[config.mk]
export PLATFORM = sky130hd
export DESIGN_NAME = weight_csr_encoder_flat
export DESIGN_NICKNAME = d
export VERILOG_FILES = /design/src/rtl/weight_csr_encoder_pkg.sv /design/src/rtl/weight_csr_encoder_if.sv /design/src/rtl/weight_csr_encoder_entry_store.sv /design/src/rtl/weight_csr_encoder.sv /design/src/flat_wrapper.sv
export SDC_FILE = /design/constraint.sdc
export NUM_CORES = 1
export LEC_CHECK = 0
export BUFFER_PORTS_ARGS = -buffer_cell sky130_fd_sc_hd__buf_2
export CAP_MARGIN = 15
export CORE_MARGIN = 1
export CORE_UTILIZATION = 35
export DETAILED_ROUTE_END_ITERATION = 7
export HOLD_SLACK_MARGIN = 0.05
export SYNTH_ARGS = -nofsm -noshare
export SYNTH_HDL_FRONTEND = slang
export SYNTH_HIERARCHICAL = 1
export SYNTH_SLANG_ARGS = --single-unit
[constraint.sdc]
create_clock -name i_clk -period 2.9 [get_ports i_clk]
set_input_delay 0.58 -clock i_clk [delete_from_list [all_inputs] [get_ports i_clk]]
set_output_delay 0.58 -clock i_clk [all_outputs]
set_load 0.005 [all_outputs]
[src/rtl/weight_csr_encoder_pkg.sv]
// Shared types and default geometry for the weight CSR encoder
// and the RF address generator that consumes its output.
package weight_csr_pkg;

   localparam int DEF_R_LEN   = 3;
   localparam int DEF_K_LEN   = 4;
   localparam int DEF_VAL_W   = 8;
   localparam int DEF_MAX_NNZ = DEF_R_LEN * DEF_K_LEN;

   localparam int DEF_R_W = $clog2(DEF_R_LEN) + 1;
   localparam int DEF_K_W = $clog2(DEF_K_LEN) + 1;
   localparam int DEF_N_W = $clog2(DEF_MAX_NNZ) + 1;

   typedef enum logic [1:0] {
      S_IDLE,
      S_SCAN,
      S_DONE
   } state_t;

   typedef struct packed {
      logic [DEF_VAL_W-1:0] val;
      logic [DEF_R_W-1:0]   r;
      logic [DEF_K_W-1:0]   k;
   } entry_t;

endpackage

[src/rtl/weight_csr_encoder_if.sv]
// Dense weight stream handshake between the weight loader
// and the CSR encoder.
interface weight_csr_encoder_if #(
   parameter int VAL_W = 8
);

   logic             start;
   logic             valid;
   logic             ready;
   logic [VAL_W-1:0] data;

   modport master (
      output start,
      output valid,
      output data,
      input  ready
   );

   modport slave (
      input  start,
      input  valid,
      input  data,
      output ready
   );

endinterface

[src/rtl/weight_csr_encoder_entry_store.sv]
// CSR entry register file: one write port, all entries
// visible in parallel.
module csr_entry_store
   import weight_csr_pkg::*;
#(
   parameter int  DEPTH = DEF_MAX_NNZ,
   parameter int  AW    = DEF_N_W,
   parameter type T     = entry_t
) (
   input  logic          i_clk,
   input  logic          i_rst_n,
   input  logic          i_we,
   input  logic [AW-1:0] i_waddr,
   input  T              i_wdata,
   output T              o_q [DEPTH]
);

   always_ff @(posedge i_clk or negedge i_rst_n) begin
      if (!i_rst_n) begin
         for (int i = 0; i < DEPTH; i++) begin
            o_q[i] <= '0;
         end
      end else begin
         for (int i = 0; i < DEPTH; i++) begin
            if (i_we && i_waddr == AW'(i)) begin
               o_q[i] <= i_wdata;
            end
         end
      end
   end

endmodule

[src/rtl/weight_csr_encoder.sv]
// Dense-to-CSR encoder for one R_LEN x K_LEN weight slice:
// values, r/k per entry, cumulative row pointers and length.
module weight_csr_encoder #(
   parameter int R_LEN   = weight_csr_pkg::DEF_R_LEN,
   parameter int K_LEN   = weight_csr_pkg::DEF_K_LEN,
   parameter int VAL_W   = weight_csr_pkg::DEF_VAL_W,
   parameter int MAX_NNZ = R_LEN * K_LEN
) (
   input  logic                         i_clk,
   input  logic                         i_rst_n,
   weight_csr_encoder_if.slave          bus,
   output logic [VAL_W-1:0]             o_val [MAX_NNZ],
   output logic [$clog2(R_LEN):0]       o_r   [MAX_NNZ],
   output logic [$clog2(K_LEN):0]       o_k   [MAX_NNZ],
   output logic [$clog2(MAX_NNZ):0]     o_ptr [R_LEN+1],
   output logic [$clog2(MAX_NNZ):0]     o_length,
   output logic                         o_overflow,
   output logic                         o_busy,
   output logic                         o_finish
);

   import weight_csr_pkg::*;

   localparam int R_W = $clog2(R_LEN) + 1;
   localparam int K_W = $clog2(K_LEN) + 1;
   localparam int N_W = $clog2(MAX_NNZ) + 1;

   typedef struct packed {
      logic [VAL_W-1:0] val;
      logic [R_W-1:0]   r;
      logic [K_W-1:0]   k;
   } ent_t;

   state_t           state;
   state_t           nxt;
   logic [R_W-1:0]   row_q;
   logic [K_W-1:0]   chan_q;
   logic             go;
   logic             accept;
   logic             nz;
   logic             wr;
   logic             last_k;
   logic             last;
   logic [N_W-1:0]   len_nxt;
   ent_t             wdata;
   ent_t             ents [MAX_NNZ];

   assign bus.ready = (state == S_SCAN);
   assign go        = (state == S_IDLE) && bus.start;
   assign accept    = bus.valid && bus.ready;
   assign nz        = (bus.data != '0);
   assign wr        = accept && nz && (o_length < N_W'(MAX_NNZ));
   assign len_nxt   = o_length + N_W'(wr);
   assign last_k    = (chan_q == K_W'(K_LEN - 1));
   assign last      = accept && last_k && (row_q == R_W'(R_LEN - 1));
   assign wdata     = '{val: bus.data, r: row_q, k: chan_q};
   assign o_busy    = (state != S_IDLE);

   always_ff @(posedge i_clk or negedge i_rst_n) begin
      if (!i_rst_n) begin
         state <= S_IDLE;
      end else begin
         state <= nxt;
      end
   end

   always_comb begin
      nxt      = state;
      o_finish = 1'b0;
      unique case (state)
         S_IDLE: if (bus.start) nxt = S_SCAN;
         S_SCAN: if (last) nxt = S_DONE;
         S_DONE: begin
            nxt      = S_IDLE;
            o_finish = 1'b1;
         end
         default: nxt = S_IDLE;
      endcase
   end

   // Row pointers latch the post-update length on the last channel of a row.
   always_ff @(posedge i_clk or negedge i_rst_n) begin
      if (!i_rst_n) begin
         row_q      <= '0;
         chan_q     <= '0;
         o_length   <= '0;
         o_overflow <= 1'b0;
         for (int i = 0; i <= R_LEN; i++) begin
            o_ptr[i] <= '0;
         end
      end else if (go) begin
         row_q      <= '0;
         chan_q     <= '0;
         o_length   <= '0;
         o_overflow <= 1'b0;
         for (int i = 0; i <= R_LEN; i++) begin
            o_ptr[i] <= '0;
         end
      end else if (accept) begin
         o_length <= len_nxt;
         if (nz && !wr) begin
            o_overflow <= 1'b1;
         end
         if (last_k) begin
            chan_q <= '0;
            row_q  <= row_q + 1'b1;
            for (int i = 1; i <= R_LEN; i++) begin
               if (row_q == R_W'(i - 1)) begin
                  o_ptr[i] <= len_nxt;
               end
            end
         end else begin
            chan_q <= chan_q + 1'b1;
         end
      end
   end

   csr_entry_store #(
      .DEPTH (MAX_NNZ),
      .AW    (N_W),
      .T     (ent_t)
   ) u_store (
      .i_clk   (i_clk),
      .i_rst_n (i_rst_n),
      .i_we    (wr),
      .i_waddr (o_length),
      .i_wdata (wdata),
      .o_q     (ents)
   );

   always_comb begin
      for (int i = 0; i < MAX_NNZ; i++) begin
         o_val[i] = ents[i].val;
         o_r[i]   = ents[i].r;
         o_k[i]   = ents[i].k;
      end
   end

endmodule
[src/flat_wrapper.sv]
// flat-port wrapper written by rule: the top's interface ports become plain ports
module weight_csr_encoder_flat import weight_csr_pkg::*;
#(
   parameter int R_LEN   = weight_csr_pkg::DEF_R_LEN,
   parameter int K_LEN   = weight_csr_pkg::DEF_K_LEN,
   parameter int VAL_W   = weight_csr_pkg::DEF_VAL_W,
   parameter int MAX_NNZ = R_LEN * K_LEN
)
  (i_clk, i_rst_n, o_val, o_r, o_k, o_ptr, o_length, o_overflow, o_busy, o_finish, bus_start, bus_valid, bus_data, bus_ready);
  weight_csr_encoder_if #(.VAL_W(VAL_W)) bus_i ();
  input  logic i_clk;
  input  logic i_rst_n;
  output logic [VAL_W-1:0] o_val[MAX_NNZ];
  output logic [$clog2(R_LEN):0] o_r[MAX_NNZ];
  output logic [$clog2(K_LEN):0] o_k[MAX_NNZ];
  output logic [$clog2(MAX_NNZ):0] o_ptr[R_LEN+1];
  output logic [$clog2(MAX_NNZ):0] o_length;
  output logic o_overflow;
  output logic o_busy;
  output logic o_finish;
  input wire logic [$bits(bus_i.start)-1:0] bus_start;
  input wire logic [$bits(bus_i.valid)-1:0] bus_valid;
  input wire logic [$bits(bus_i.data)-1:0] bus_data;
  output wire logic [$bits(bus_i.ready)-1:0] bus_ready;
  assign bus_i.start = bus_start;
  assign bus_i.valid = bus_valid;
  assign bus_i.data = bus_data;
  assign bus_ready = bus_i.ready;
  weight_csr_encoder #(.R_LEN(R_LEN), .K_LEN(K_LEN), .VAL_W(VAL_W), .MAX_NNZ(MAX_NNZ)) u_core (.i_clk(i_clk), .i_rst_n(i_rst_n), .bus(bus_i), .o_val(o_val), .o_r(o_r), .o_k(o_k), .o_ptr(o_ptr), .o_length(o_length), .o_overflow(o_overflow), .o_busy(o_busy), .o_finish(o_finish));
endmodule
# After elaboration in Yosys (flattened, before gate mapping)
# Index checks and enable logic that the tools add are counted.
[word_totals] ff_bits=197 out_inout_bits=197
[op_classes] add_sub_neg=3 n_lt_le_gt_ge=1 eq_ne=18 mux=21 reduce_logical=37
[ops] operator="$mux 15" count=3
[ops] operator="$mux 5" count=5
[ops] operator="$eq 5x3->1 const B" count=4
[ops] operator="$eq 5x4->1 const B" count=4
[ops] operator="$logic_and 1x1->1" count=19
[ops] operator="$mux 3" count=6
[ops] operator="$reduce_bool 2->1" count=7
[ops] operator="$eq 5x2->1 const B" count=2
[ops] operator="$reduce_and 3->1" count=3
[ops] operator="$reduce_bool 8->1" count=1
[ops] operator="$add 3x1->3 const B" count=2
[ops] operator="$eq 3x2->1 const B" count=2
[ops] operator="$reduce_and 2->1" count=3
[ops] operator="$add 5x1->5" count=1
[ops] operator="$eq 5x1->1 const B" count=1
[ops] operator="$logic_not 5->1" count=1
[ops] operator="$lt 5x4->1 const B" count=1
[ops] operator="$mux 1" count=4
[ops] operator="$mux 2" count=2
[ops] operator="$ne 2x2->1 const B" count=2
[ops] operator="$pmux 2 s2" count=1
[ops] operator="$eq 3x1->1 const B" count=1
[ops] operator="$logic_not 3->1" count=1
[ops] operator="$eq 2x1->1 const B" count=1
[ops] operator="3 further kinds" count=3

# Longest topological paths before layout
# Gate-level depths: netlist (run 1).
[depth] ltp_word=9 mapped_depth=11 ltp_nobuf=9

# Modules after synthesis
# The synthesis (run 1) kept the hierarchy.
[by_module_without_submodules] mod="csr_entry_store" instances=1 cells_per_inst=383 area_per_inst_um2=6475.0
[by_module_without_submodules] mod="weight_csr_encoder" instances=1 cells_per_inst=151 area_per_inst_um2=1519.0

# Least setup slack after synthesis (run 1)
# OpenSTA, ideal clock, no wires.
[synth_timing] kind="input -> register" from="input bus_valid" to="register u_core/u_store/o_q[115] (netlist bit)" arrival_ns=2.461 t_required_ns=2.775 path_slack_ns=0.315 path_stages=9 path_cell_list="and3b_1 clkbuf_1 o21ai_0 a211oi_1 nor4b_4 and3_1 buf_4 buf_6 mux2_2"
[synth_between] elab_chain_cells=4
[synth_rtl] element="start, declared" line_no="flat_wrapper.sv:22" text="input wire logic [$bits(bus_i.valid)-1:0] bus_valid;"
[synth_rtl] element="$logic_and 1x1->1" line_no="weight_csr_encoder.sv:50" text="assign accept = bus.valid && bus.ready;"
[synth_rtl] element="$logic_and 1x1->1 (2 in series)" line_no="weight_csr_encoder.sv:52" text="assign wr = accept && nz && (o_length < N_W'(MAX_NNZ));"
[synth_rtl] element="net u_core.wr" line_no="weight_csr_encoder.sv:41" text="logic wr;"
[synth_rtl] element="$logic_and 1x1->1" line_no="weight_csr_encoder_entry_store.sv:25" text="if (i_we && i_waddr == AW'(i)) begin"
[synth_rtl] element="end signal, assigned by index" line_no="weight_csr_encoder_entry_store.sv:26" text="o_q[i] <= i_wdata;"
[synth_rtl] element="end, declared" line_no="weight_csr_encoder_entry_store.sv:15" text="output T o_q [DEPTH]"
# The timed path passes the listed nets, and every way through them passes these cells.
# A chain may end at the register's enable or synchronous reset.

# Final worst setup path (run 1)
[layout_timing] from="register u_core.state[0]" to="register u_core/u_store/o_q[124] (netlist bit)"
[layout_between] elab_chain_cells=5
[layout_rtl] element="start, declared" line_no="weight_csr_encoder.sv:34" text="state_t state;"
[layout_rtl] element="start signal, assigned" line_no="weight_csr_encoder.sv:63" text="state <= nxt;"
[layout_rtl] element="$eq 2x1->1" line_no="weight_csr_encoder.sv:48" text="assign bus.ready = (state == S_SCAN);"
[layout_rtl] element="$logic_and 1x1->1" line_no="weight_csr_encoder.sv:50"
[layout_rtl] element="$logic_and 1x1->1 (2 in series)" line_no="weight_csr_encoder.sv:52"
[layout_rtl] element="net u_core.wr" line_no="weight_csr_encoder.sv:41"
[layout_rtl] element="$logic_and 1x1->1" line_no="weight_csr_encoder_entry_store.sv:25"
# The timed path passes the listed nets, and every way through them passes these cells.

==> summary.txt, run 1 <==
Power and ir drop
  – Flop pwr share: 0.449
  – Combinational share of power: 0.295
  – Overall power: roughly 9000 µW
  – Power per cell area: 887.6 nW/µm²
  – Pint: 6068 µW
  – Peak supply drop: 0.4230 mV
  – Clock group share of total power: 0.256
  – Static Leakage: ~0.0054 µW
  – Psw: roughly 2900 µW
  – Sw frac: 0.3261

Setup path
  – CP Launch Type: register
  – CP endpoint kind: register
  – Worst EP required: 3.21 ns
  – Critical-path cell list: and3b_1 -> o21ai_0 -> a211oi_2 -> nor4b_4 -> and3_1 -> buf_4 -> mux2_1
  – CP max-delay cell: dfrtp_1
  – Crit path max fanout: 8
  – Critical path startpoint: u_core/state[0]
  – Largest stage delay on the critical path: 0.50 ns
  – Crit Path Category: register to register
  – Crit path buf inv count: 1
  – Delay-heaviest family, CP: simple AND/OR/NAND/NOR gates
  – Worst-case reg-to-reg path depth: 7
  – Worst reg2reg path startpoint: u_core/state[0]
  – Crit path DAT: between 2 and 3 ns
  – R2r endpoint: u_core/u_store/o_q[124]
  – R2r setup slk: 0.26 ns

Floorplan
  – Std-Cell Core Area: 22090 µm²
  – Starting density of the core: 0.3618
  – Die width: around 150 µm
  – FP Rows: 54
  – Num ports: 209
  – Die area: 23450 µm²
  – Die Y: 153.1 µm

Synth
  – Post-synth EDFFs: 0
  – Synth Warn #: 6
  – Prevailing post-synth register cell: dfrtp_1
  – Mapped cell area: 7994 µm²
  – Synthesized instance count: 534
  – Sequential share of the synthesized area: 0.6167
  – Synthesized area per cell: 14.97 µm²
  – Synth async-reset ratio: 1.000
  – Number of synthesized register bits: about 200
  – Synth unique cells: 40

Timing
  – Fin Setup TNS: 0 ns
  – # setup viols final: 0
  – Fmax: 378.7 MHz
  – Slew @ Worst Pin: about 0.7 ns
  – Max Clock Skew: 0.008546 ns
  – RSZ-0062 raised after global routing: false
  – Min Clock Period, post-route: 2.640 ns
  – Slew headroom: 0.5329
  – Slew Viols, Final: 0
  – Final Hold Viols: 0
  – Period Utilization, post-route: 0.9105
  – Hold_ws: about 0.17 ns

Final layout
  – Layout area overhead: 26.89%
  – Layout cell share with drive strength beyond 1: 0.5742
  – Ant. Diodes: 0
  – Fill cell count: 1999
  – Multi-input logic area: 2813 µm²
  – Final core utilization: 0.4591
  – Register Area: between 4000 and 5000 µm²
  – Nets: 774
  – Post-layout instance area: 10140 µm²

Clock network
  – Htree depth: 4
  – Root cell of the clock tree: clkbuf_16
  – Maximum clock path buffer count: 2
  – CTS Buf Count: 17
  – Post-CTS resize count: 0
  – Number of buffers added for setup after CTS: 0
  – Clk sinks: between 150 and 200
  – CTS tree: yes
  – Clock Pin Slew Worst Setup and Hold Paths: roughly 0.080 ns
  – CTS Hold Bufs: 0
  – Clock Latency Late Sink: roughly 0.43 ns

Drt
  – First-pass DRT Iterations: 4
  – Vias per inst: 4.895
  – Vias: 5130
  – WL final: 21290 µm
  – Initial DRC count: 211
  – # DRC: 0
  – Per-cell routed wire length: 20.32 µm
  – Remaining antenna violation count: 0

Placement
  – Detailed Place HPWL: 15370 µm
  – Dpl cell area: 9552 µm²
  – Final GP Congestion: ~0.8
  – # port buffers: 203

GRT
  – First-pass GRT wire length: 32890 µm
  – GRT Total Usage: 0.1885
  – Grt total ovfl: 0
  – Vias in the first global route: roughly 5400
  – Initial antenna violation count: 0
  – Largest net degree at the start of global routing: 78

Run
  – MaxCap Viol Count: 0

Run status
  – Outcome: finished, final reports clean

Hold path
  – HP Class: primary input to asynchronous set/reset pin
-- stage by stage --
step / worst slack (ns) / std cells
2_1_floorplan: 0.3146 / 538
3_3_place_gp: 0.1265 / 1016
3_5_place_dp: 0.0008071 / 1016
4_1_cts: 0.1443 / 1048
5_1_grt: 0.1419 / 1048
6_report: 0.2597 / 1048
-- how the worst max path moves through the flow --
| stage | end | cells past startpoint |
|---|---|---|
| after floorplan | u_core/u_store/o_q[115] | 9 |
| after global placement | u_core/u_store/o_q[18] | 8 |
| after global routing | u_core/u_store/o_q[124] | 7 |
| after detailed placement | u_core/u_store/o_q[122] | 8 |
| after CTS | u_core/u_store/o_q[122] | 7 |
| final | u_core/u_store/o_q[124] | 7 |
-- layout by cell type (no fill, tap or decap), drive strengths merged, types with 4 or more instances in the layout --
master,instances
clkbuf,18
a211oi,6
o21ai,9
nor2,15
ha,7
buf,238
nand2,26
mux2i,6
dfrtp,197
conb,5
nand3,8
inv,12
a21oi,9
mux2,169
clkinv,7
nor2b,4
-- synth_stat cells, types with 3 or more instances --
| cell | instances | area share |
|---|---|---|
| o21ai_0 | 9 | 0.0056 |
| and3_1 | 3 | 0.0023 |
| a21oi_1 | 9 | 0.0056 |
| buf_4 | 9 | 0.0085 |
| nor2_1 | 15 | 0.0070 |
| clkbuf_1 | 19 | 0.0089 |
| mux2_4 | 20 | 0.038 |
| mux2_2 | 145 | 0.20 |
| ha_1 | 7 | 0.011 |
| buf_2 | 8 | 0.0050 |
| a211oi_1 | 6 | 0.0056 |
| mux2i_1 | 6 | 0.0075 |
| inv_1 | 5 | 0.0023 |
| nor2b_1 | 4 | 0.0031 |
| nand2_1 | 26 | 0.012 |
| or4_1 | 3 | 0.0028 |
| nand3_1 | 8 | 0.0050 |
| mux2_1 | 4 | 0.0056 |
| buf_6 | 3 | 0.0042 |
| dfrtp_1 | 197 | 0.62 |
-- sequential cells by signal (all words and copies together) (netlist names) --
| signal | count |
|---|---|
| u_core/state | 2 |
| u_core/u_store/o_q | 168 |
| u_core/o_length | 5 |
| u_core/chan_q | 3 |
| u_core/o_ptr | 15 |
| u_core/row_q | 3 |
| u_core/o_overflow | 1 |
-- cell type report --
type / count / share of cell area
sequential: 197 / 0.4860
multi-input combinational: 295 / 0.2773
timing repair buffer: 239 / 0.1425
clock buffer: 17 / 0.04194
tap: 280 / 0.03454
clock inverter: 15 / 0.01591
inverter: 5 / 0.001850
-- logic make-up (layout without fill, tap and decap cells) --
group | count (synthesis) | count (layout) | share of synthesized area
multiplexers | 175 | 175 | 0.2550
flip-flops | 197 | 197 | 0.6167
buffers and inverters | 46 | 276 | 0.03396
XOR/XNOR | 4 | 4 | 0.004383
adder cells (fa/ha/maj) | 7 | 7 | 0.01096
AND/OR/NAND/NOR | 76 | 76 | 0.05306
AO/OA/AOI/OAI | 28 | 28 | 0.02551
other | 1 | 5 | 0.0004691
-- layer usage --
layer  routed length [µm]  track usage  part of all wire  up-vias
met5                    0            0                 0        -
met1                 8866       0.2311              0.42     2654
li1                     -            -                 -     2313
met4                  334      0.05964             0.016        0
met2                11050       0.3268              0.52      143
met3                 1040      0.04480             0.049       20
-- power groups by stage --
| stage | Sequential (µW) | Clock (µW) | Combinational [µW] |
|---|---|---|---|
| after detailed placement | 4090 | 0 | 2690 |
| after floorplan | 4040 | 0 | 1290 |
| after global placement | 4040 | 0 | 2600 |
| final | 4040 | 2300 | 2660 |
| after global routing | 4150 | 2490 | 2870 |
| after CTS | 4050 | 2370 | 2700 |
No activity file was read; power rests on OpenSTA's default activity.
==> inputs of run 2 (changes only) <==
--- a/config.mk
+++ b/config.mk
@@ -7,10 +7,14 @@
 export LEC_CHECK = 0
 export BUFFER_PORTS_ARGS = -buffer_cell sky130_fd_sc_hd__buf_2
 export CAP_MARGIN = 15
+export CELL_PAD_IN_SITES_DETAIL_PLACEMENT = 1
+export CELL_PAD_IN_SITES_GLOBAL_PLACEMENT = 1
 export CORE_MARGIN = 1
 export CORE_UTILIZATION = 35
+export CTS_BUF_LIST = sky130_fd_sc_hd__clkbuf_8
 export DETAILED_ROUTE_END_ITERATION = 7
 export HOLD_SLACK_MARGIN = 0.05
+export PLACE_DENSITY_LB_ADDON = 0.1
 export SYNTH_ARGS = -nofsm -noshare
 export SYNTH_HDL_FRONTEND = slang
 export SYNTH_HIERARCHICAL = 1
==> run 2 against run 1 <==
Global-route usage is 1.5 points higher. Final area fell by 1.9%. Critical path depth rose by 2. Combinational power hardly changed. Critical path type unchanged. Critical endpoint is now u_core/o_ptr[9]. Highest routed layer unchanged.
==> summary.txt, run 2 (synthesis results as in run 1) <==
Clock network
  – Clock Pin Slew Worst Setup and Hold Paths: 0.11 ns (+0.03 ns)
  – Clock Latency Late Sink: 0.46 ns (+0.03 ns)
  – CTS Buf Count: 17 (unchanged)
  – Maximum clock path buffer count: 2 (unchanged)
  – Clk sinks: 197 (unchanged)
  – Post-CTS resize count: 0 (unchanged)
  – CTS tree: yes
  – Root cell of the clock tree: clkbuf_8
  – CTS Hold Bufs: 0 (unchanged)
  – Number of buffers added for setup after CTS: 0 (unchanged)
  – Htree depth: 4 (unchanged)

Setup path
  – Critical path startpoint: u_core/state[1]
  – Crit Path Category: register to register
  – CP Launch Type: register
  – Worst reg2reg path startpoint: u_core/state[1]
  – Crit path max fanout: 4 (-4)
  – CP endpoint kind: register
  – Crit path DAT: 2.92 ns (-0.03 ns)
  – Worst EP required: 3.29 ns (+0.08 ns)
  – R2r setup slk: 0.37 ns (+0.11 ns)

Final layout
  – Post-layout instance area: 9956 µm² (-1.9%)
  – Fill cell count: 2318 (+16%)
  – Most frequent cells in the layout: buf_2 (202), dfrtp_1 (197), mux2_2 (145), buf_4 (40), nand2_1 (26)
  – Layout area overhead: 24.54%
  – Largest Register: u_core/u_store/o_q
  – Layout cell share with drive strength beyond 1: 0.5771 (+0.002902)
  – Commonest non-fill, non-tap cell in the layout: buf_2
  – Largest register FFs: 168 (unchanged)
  – Largest regs: u_core/u_store/o_q: 168 flops, u_core/o_ptr: 15 flops, u_core/o_length: 5 flops
  – Nets: 785 (+1.4%)

Timing
  – Fin Setup TNS: 0 ns (unchanged)
  – RSZ-0062 raised after global routing: false
  – Min Clock Period, post-route: 2.526 ns (-0.1145 ns)
  – Fmax: 395.9 MHz (+4.5%)
  – Max Clock Skew: 0.01469 ns (+0.006148 ns)
  – # setup viols final: 0 (unchanged)
  – Final Hold Viols: 0 (unchanged)
  – Slew @ Worst Pin: 0.6614 ns (-0.03924 ns)
  – Slew headroom: 0.5591 (+0.02616)
  – Slew Viols, Final: 0 (unchanged)
  – Period Utilization, post-route: 0.8710 (-0.03948)

Floorplan
  – Std-Cell Core Area: 22090 µm² (unchanged)
  – Num ports: 209 (unchanged)
  – Die Y: 153.1 µm (unchanged)
  – FP Rows: 54 (unchanged)
  – Die width: 153.1 µm (unchanged)
  – Die area: 23450 µm² (unchanged)
  – Starting density of the core: 0.3618 (unchanged)

Drt
  – WL final: 22750 µm (+6.8%)
  – Remaining antenna violation count: 0 (unchanged)
  – Vias per inst: 4.899 (about the same)
  – Per-cell routed wire length: 21.46 µm (+5.6%)
  – # DRC: 0 (unchanged)
  – Vias: 5193 (+1.2%)
  – First-pass DRT Iterations: 4 (unchanged)
  – Initial DRC count: 164 (-22%)

Placement
  – Dpl cell area: 9572 µm² (+0.21%)
  – Final GP Congestion: 0.7706 (-3.4%)
  – # port buffers: 203 (unchanged)
  – Detailed Place HPWL: 16710 µm (+8.7%)

Run status
  – Outcome: finished, final reports clean

GRT
  – GRT Total Usage: 0.2036 (+0.01512)
  – First-pass GRT wire length: 35710 µm (+8.6%)
  – Grt total ovfl: 0 (unchanged)
  – Largest net degree at the start of global routing: 64 (-18%)
  – Met2 GRT Util: 0.3305 (+0.003696)
  – GR peak layer: met2
  – GRT met3 Usage: 0.05557 (+0.01077)
  – Met1 usage: 0.2688 (+0.03764)
  – Initial antenna violation count: 2 (+2)
  – Vias in the first global route: 5635 (+5.1%)

Run
  – MaxCap Viol Count: 0 (unchanged)

Power and ir drop
  – Power per cell area: 845.7 nW/µm² (-4.7%)
  – Static Leakage: 0.005372 µW (-1.2%)
  – Peak supply drop: 0.3509 mV (-17%)

Hold path
  – HP Class: primary input to asynchronous set/reset pin
## run 2: changes by cell type in the layout (fill, tap and decap cells not counted), sizes merged
cell / previous run / this run
buf: 238 / 249
bufinv: 0 / 1
clkinv: 7 / 6
clkinvlp: 1 / 0
diode: 0 / 2
## run 2: report_power, final
group / internal [µW] / leakage, µW / switching, µW
combinational: 1410 / 0.00255 / 1260
clock: 706 / 0.000199 / 1010
sequential: 3510 / 0.00262 / 530
## run 2: layout make-up
cell class,count,area [µm²],share of cell area
flip-flops and latches,197,4930,0.4952
diodes,2,5.005,0.0005027
clock buffers,17,234.0,0.02350
multi-input cells,295,2808,0.2820
well taps,280,350.3,0.03519
inverters,5,18.77,0.001885
clock inverters,14,145.1,0.01458
repair buffers,250,1465,0.1472
## run 2: path summary, 6_finish.rpt
kind,end,cells past startpoint
max,u_core/o_ptr[9],9
max in group asynchronous,u_core/u_store/o_q[156],2
max reg2reg,u_core/o_ptr[9],9
min,u_core/o_ptr[11],1
min in group i_clk,u_core/u_store/o_q[107],1
min reg2reg,u_core/u_store/o_q[107],1
## run 2: routing by layer
| metal | vias up | routed length, µm |
|---|---|---|
| met2 | 150 | 11120 |
| met5 | - | 0 |
| li1 | 2324 | - |
| met3 | 19 | 1508 |
| met4 | 0 | 252 |
| met1 | 2700 | 9866 |
## run 2: critical path, stage by stage, from the launching register on
cell and delay [ns]:
dfrtp_1 0.38, and3b_1 0.26, o21ai_0 0.13, a211oi_1 0.47, ha_1 0.30, ha_1 0.29
nand3_1 0.12, xnor2_1 0.28, mux2i_1 0.13, nor2_1 0.11
## run 2: through the flow
| step | cells | setup WS (ns) | util | power [µW] | hold slack, ns |
|---|---|---|---|---|---|
| after floorplan | 538 | 0.3146 | - | 5329 | 0.2844 |
| after global placement | 1027 | 0.02328 | 0.4332 | 6694 | 0.4823 |
| after detailed placement | 1027 | 0.01850 | 0.4332 | 6815 | 0.4877 |
| after CTS | 1058 | 0.3769 | 0.4504 | 8579 | 0.09414 |
| after global routing | 1058 | 0.1788 | 0.4504 | 8982 | 0.1016 |
| final | 1060 | 0.3742 | 0.4506 | 8420 | 0.1015 |
